--- config.mk ---
export PLATFORM = sky130hd
export DESIGN_NAME = fifo_param
export DESIGN_NICKNAME = d
export VERILOG_FILES = /design/src/rtl/fifo_param.sv
export SDC_FILE = /design/constraint.sdc
export NUM_CORES = 1
export LEC_CHECK = 0
export ABC_AREA = 0
export CAP_MARGIN = 20
export CORE_ASPECT_RATIO = 1.5
export CORE_UTILIZATION = 35
export DETAILED_ROUTE_END_ITERATION = 12
export PLACE_DENSITY_LB_ADDON = 0.25
export SETUP_SLACK_MARGIN = 0.15
export SYNTH_ARGS = -nofsm -noshare
export SYNTH_HDL_FRONTEND = slang
export SYNTH_SLANG_ARGS = --single-unit
--- constraint.sdc ---
create_clock -name clk -period 4 [get_ports clk]
set_input_delay 0.8 -clock clk [delete_from_list [all_inputs] [get_ports clk]]
set_output_delay 0.8 -clock clk [all_outputs]
set_load 0.01 [all_outputs]
--- src/rtl/fifo_param.sv ---
// fifo_param: parametrised synchronous FIFO with count, threshold flags and error pulses.
// Define FIFO_FWFT_EN for first-word fall-through output; registered read output otherwise.
module fifo_param #(
  parameter int DATA_W   = 8,
  parameter int DEPTH    = 8,
  parameter int AF_LEVEL = DEPTH - 1,
  parameter int AE_LEVEL = 1
) (
  input  logic                       clk,
  input  logic                       rst,
  input  logic                       WREN,
  input  logic                       RDEN,
  input  logic [DATA_W-1:0]          data_in,
  output logic [DATA_W-1:0]          data_out,
  output logic                       full,
  output logic                       empty,
  output logic                       almost_full,
  output logic                       almost_empty,
  output logic [$clog2(DEPTH+1)-1:0] count,
  output logic                       overflow,
  output logic                       underflow
);
  localparam int AW = $clog2(DEPTH);
  localparam int CW = $clog2(DEPTH + 1);
  logic [DATA_W-1:0] mem [DEPTH];
  logic [AW-1:0] wp_q, wp_d, rp_q, rp_d;
  logic [CW-1:0] cnt_q, cnt_d;
  logic ov_q, un_q, wr, rd;
  always_comb begin
    wr    = WREN && !full;
    rd    = RDEN && !empty;
    wp_d  = wr ? wp_q + AW'(1) : wp_q;
    rp_d  = rd ? rp_q + AW'(1) : rp_q;
    cnt_d = (wr && !rd) ? cnt_q + CW'(1) : (rd && !wr) ? cnt_q - CW'(1) : cnt_q;
  end
  assign full         = cnt_q == CW'(DEPTH);
  assign empty        = cnt_q == '0;
  assign almost_full  = cnt_q >= CW'(AF_LEVEL);
  assign almost_empty = cnt_q <= CW'(AE_LEVEL);
  assign count        = cnt_q;
  assign overflow     = ov_q;
  assign underflow    = un_q;
  // storage is deliberately left out of reset
  always_ff @(posedge clk)
    if (wr) mem[wp_q] <= data_in;
  always_ff @(posedge clk or posedge rst)
    if (rst) begin
      wp_q  <= '0;
      rp_q  <= '0;
      cnt_q <= '0;
      ov_q  <= 1'b0;
      un_q  <= 1'b0;
    end else begin
      wp_q  <= wp_d;
      rp_q  <= rp_d;
      cnt_q <= cnt_d;
      ov_q  <= WREN && full;
      un_q  <= RDEN && empty;
    end
`ifdef FIFO_FWFT_EN
  assign data_out = mem[rp_q];
`else
  logic [DATA_W-1:0] dout_q;
  always_ff @(posedge clk or posedge rst)
    if (rst) dout_q <= '0;
    else if (rd) dout_q <= mem[rp_q];
  assign data_out = dout_q;
`endif
endmodule

## Yosys cells after proc, flatten, opt, wreduce, memory -nomap -nowiden

Memories as Yosys holds them, arrays and structs flattened. A register that Yosys moved wholly into a read port is not among the register bits.
Cells that the tools add are included.

| storage, ports and cells | value |
|---|---|
| output and inout port bits | 18 |
| memories kept | 1 |
| word-level logic and storage cells | 29 |
| bits in writable memories | 64 |
| flip-flop bits (word level) | 12 |
| bits of input ports | 12 |

| cells by class | value |
|---|---|
| $add $sub $neg | 4 |
| mux-type cells | 4 |
| $lt $le $gt $ge | 2 |
| reductions and logical operators | 12 |
| equal/unequal tests | 1 |

Memories:

| name | words | bits a word | read ports | clocked after memory_dff | write ports | line | source |
|---|---|---|---|---|---|---|---|
| mem | 8 | 8 | 1 | 1 | 1 | 25 | `logic [DATA_W-1:0] mem [DEPTH];` |

Operators with widths:

| operator | count |
|---|---|
| 2-to-1 mux 4 bit | 2 |
| adder 3 x 1 -> 3 bit (second input constant) | 2 |
| logical AND 1 bit | 6 |
| adder 4 x 1 -> 4 bit (second input constant) | 1 |
| equality test 4 bit (second input constant) | 1 |
| >= comparator 4 x 3 -> 1 bit (second input constant) | 1 |
| less-or-equal comparator 4 x 1 -> 1 bit (second input constant) | 1 |
| zero test 1 bit | 4 |
| zero test 4 bit | 1 |
| subtractor 4 x 1 -> 4 bit (second input constant) | 1 |
| 2-to-1 mux 1 bit | 2 |
| nonzero test 2 bit | 1 |

## Depth between registers and ports, before layout

| logic depth | value |
|---|---|
| depth after elaboration | 7 |
| mapped depth | 9 |
| gate-level depth less buffers | 9 |

## Worst setup path after synthesis

Ideal clock, no wire load.

| timing path | value |
|---|---|
| path type | register to register |
| from | register cnt_q[0] (netlist: count[0]) |
| to | register cnt_q[3] (netlist: count[3]) |
| cell stages (with the launch flop) | 10 |
| library setup time | 79 ps |
| arrival | 2,164 ps |
| period minus slack after synthesis | 2,244 ps |
| slack | 1,756 ps |
| required time | 3,921 ps |
| cell sequence | dfrtp_1 inv_1 ha_1 nor3b_1 nand2b_1 buf_2 ha_1 or4_1 a21oi_2 xor2_1 |

| on the way | value |
|---|---|
| word-level cells in the longest chain between the ends | 6 |
| elaborated cells on any way between the ends | 15 |

Ends and longest elaborated chain:

| what | line | source |
|---|---|---|
| start: declaration | 27 | `logic [CW-1:0] cnt_q, cnt_d;` |
| start signal: assignment | 56 | `cnt_q <= cnt_d;` |
| parallel branches: the longest is 6 deep, another holds subtractor 4 x 1 -> 4 bit | -- |  |

Parallel ways; which one is timed is not known. The select of a mux whose other input is x is not followed.
A chain may end at the register's enable or synchronous reset.

## Worst setup path after layout

| timing path | value |
|---|---|
| from | register cnt_q[0] (netlist: count[0]) |
| to | output empty |

| on the way | value |
|---|---|
| word-level cells in the longest chain between the ends | 1 |

Ends and longest elaborated chain:

| what | line | source |
|---|---|---|
| zero test 4 bit | 37 | `assign empty = cnt_q == '0;` |
| end: declaration | 16 | `output logic empty,` |

No other way between the ends.

==> flow_summary_export.csv <==
group,metric,value,unit
drt,ant_nets,0,
power,p_per_area,728,nW/um2
sta,slew_headroom,47.6,%
clocking,numClockSinks,84,
worst_hold_path,min_from,"data_out[3]",
yosys,ys_types,32,
finish,antennaDiodeCount,0,
clocking,cts-htree-levels,3,
clocking,clkSlewWorstSetupHoldPaths,0.06,ns
worst_hold_path,hold_path_class,"reg -> reg",
finish,final_common_cell,"edfxtp_1",
grt,gr-total-overflow,0,
drt,wl_per_cell,16.1,um
sta,max_freq,0.359,GHz
clocking,insertion_delay,0.33,ns
finish,drive_gt1_share,14.5,%
die,chipWidth,83.0,um
die,dieArea,10300,um2
grt,grt_max_degree,35,
sta,worst_pin_slew,0.783,ns
clocking,cts_hold_buffers,0,
run,drv_cap,0,
yosys,synth_warnings,0,
sta,finalSetupViolations,0,
yosys,syn_nets,233,
setup_path,crit_required,3.20,ns
place,place_congestion,0.711,
sta,fin_crit,2.79,ns
place,port_buffers,29,
setup_path,cp_slowest_stage_delay,0.55,ns
yosys,syn_inst,214,
setup_path,path_class,"reg -> out",
clocking,ctsResizeCount,0,
finish,instances_no_fill,370,
setup_path,cp_slowest_cell,"clkdlybuf4s50_1",
setup_path,arrival,1.99,ns
die,core_region_area,9630,um2
sta,fin_crit_sh,69.7,%
sta,finalHoldViolCount,0,
setup_path,startpoint_type,"flip-flop",
drt,viasPerCell,4.86,
place,post-dp-hpwl,4230,um
drt,drt_iter0_markers,122,
place,placedCellCount,354,
drt,drt_wl_total,5960,um
grt,grt_pass1_vias,1828,
sta,slew_violations,0,
finish,layout.nets,269,
die,rows,44,
clocking,cts-root-buf,"clkbuf_16",
yosys,syn_avg_cell_area,16.1,um2
clocking,post-cts-setup-buffer-count,0,
power,ir_worst_vdd,0.405,mV
setup_path,cp_max_fo,12,
setup_path,critPathLaunch,"count[0]",
drt,vias,1799,
setup_path,r2r_start,"count[0]",
sta,hold_ws,0.521,ns
drt,drt_first_pass_iters,4,
grt,antenna_found_initial,0,
die,dieHeight,124,um
clocking,cts_buffers,9,
outcome,outcome,"complete, no violations",
yosys,ys_seq_area_share,70.2,%
power,p_leak,1.50,nW
finish,areaGrowthSynthToFinish,19.8,%
clocking,cts_max_path_buffers,2,
finish,final_cell_mix,"64 x edfxtp_1, 29 x clkdlybuf4s50_1, 20 x dfrtp_1",
sta,finClkSkew,0.00530,ns
setup_path,path_buf_inv,3,
yosys,syn-cell-area,3450,um2
die,pin_count,30,
die,start_util,35.8,%
setup_path,path_delay_family,"buffers and inverters",
drt,drc,0,
sta,rsz0062_at_grt,"no",
grt,grtUsageTotal,13.2,%
setup_path,end_kind,"output port",
sta,tns,0,ns
clocking,cts_tree,"yes",
grt,grt_pass1_wl,9870,um
setup_path,crit_chain,"inv_1, ha_1, nor3b_1, buf_4, clkdlybuf4s50_1",
yosys,ys_ff_latch,84,
## registers in the layout (all words and copies together), names as in the netlist
signal / cells
underflow: 1
mem: 64
wp_q: 3
overflow: 1
rp_q: 3
data_out: 8
count: 4
## cell usage after synthesis
| cell | count | area [um2] |
|---|---|---|
| a21o_1 | 1 | 7.51 |
| a21oi_2 | 1 | 8.76 |
| a22o_1 | 8 | 70.1 |
| and2_1 | 2 | 12.5 |
| buf_1 | 1 | 3.75 |
| buf_12 | 1 | 20.0 |
| buf_2 | 1 | 5.00 |
| buf_4 | 1 | 7.51 |
| buf_6 | 1 | 11.3 |
| buf_8 | 1 | 15.0 |
| clkbuf_1 | 2 | 7.51 |
| dfrtp_1 | 20 | 500 |
| edfxtp_1 | 64 | 1920 |
| ha_1 | 7 | 87.6 |
| inv_1 | 6 | 22.5 |
| mux2_2 | 18 | 203 |
| mux2i_1 | 17 | 170 |
| nand2_1 | 4 | 15.0 |
| nand2b_1 | 4 | 25.0 |
| nand3_1 | 2 | 10.0 |
| nand3b_1 | 3 | 22.5 |
| nand4_1 | 1 | 6.26 |
| nor2_1 | 9 | 33.8 |
| nor2b_1 | 1 | 6.26 |
| nor3_1 | 3 | 15.0 |
| nor3b_1 | 1 | 7.51 |
| o21ai_0 | 9 | 45.0 |
| o22ai_1 | 8 | 50.1 |
| o31ai_1 | 8 | 60.1 |
| or4_1 | 1 | 7.51 |
| xnor2_1 | 5 | 43.8 |
| xor2_1 | 3 | 26.3 |
## path summary, 6_finish.rpt
| kind | to | slack [ns] | cells after the start |
|---|---|---|---|
| worst max-delay path | empty | 1.21 | 5 |
| worst min-delay path | data_out[3] | 0.52 | 2 |
| worst max register to register | count[3] | 1.41 | 9 |
| worst min register to register | data_out[3] | 0.52 | 2 |
| max in group asynchronous | wp_q[2] | 2.60 | 2 |
| min in group asynchronous | data_out[7] | 0.91 | 2 |
## stage by stage
step | area, um2 | setup WS [ns] | total power, W | utilization (%)
4_1_cts | 4130 | 1.16 | 0.00307 | 42.9
5_1_grt | 4130 | 1.04 | 0.00320 | 42.9
3_5_place_dp | 3840 | 1.22 | 0.00226 | 39.9
3_3_place_gp | 3840 | 1.25 | 0.00226 | 39.9
6_report | 4130 | 1.21 | 0.00301 | 42.9
2_1_floorplan | 3450 | 1.76 | 0.00194 | -
## kinds of logic (layout without fill, tap and decap cells)
family                     Yosys count  in the layout  share of synthesized area [%]
DFF                                 84             84                           70.2
muxes                               35             35                           10.8
and+or+nand+nor                     31             31                           4.68
buffers and inverters               14             55                           2.68
xor gates and xnor gates             8              8                           2.03
AOI/OAI and AO/OA                   35             35                           7.00
adders and majority gates            7              7                           2.54
## where the power goes
group          total, W  internal, W  switching [W]
Combinational  0.000962     0.000483       0.000479
Sequential      0.00126      0.00114       0.000118
Clock          0.000785     0.000481       0.000304
## routing by layer
layer / share of wire [%] / global-route usage, % / up-vias
li1: - / - / 887
met1: 42 / 15.1 / 875
met2: 53 / 22.3 / 32
met3: 2.5 / 3.67 / 5
met4: 1.9 / 7.76 / 0
met5: 0 / 0 / -
## worst min-delay path, cell delays in order, from the launching register on
cell and delay [ns]:
dfrtp_1 0.34, o21ai_0 0.08, o31ai_1 0.06
## area by class of cell
type / count / area [um2]
inverter: 6 / 22.5
fill: 847 / 5500
sequential: 84 / 2420
clock buffer: 11 / 233
multi-input combinational: 116 / 933
tap: 115 / 144
timing repair buffer: 33 / 320
clock inverter: 5 / 55.1
No activity file was read; power rests on OpenSTA's default activity.
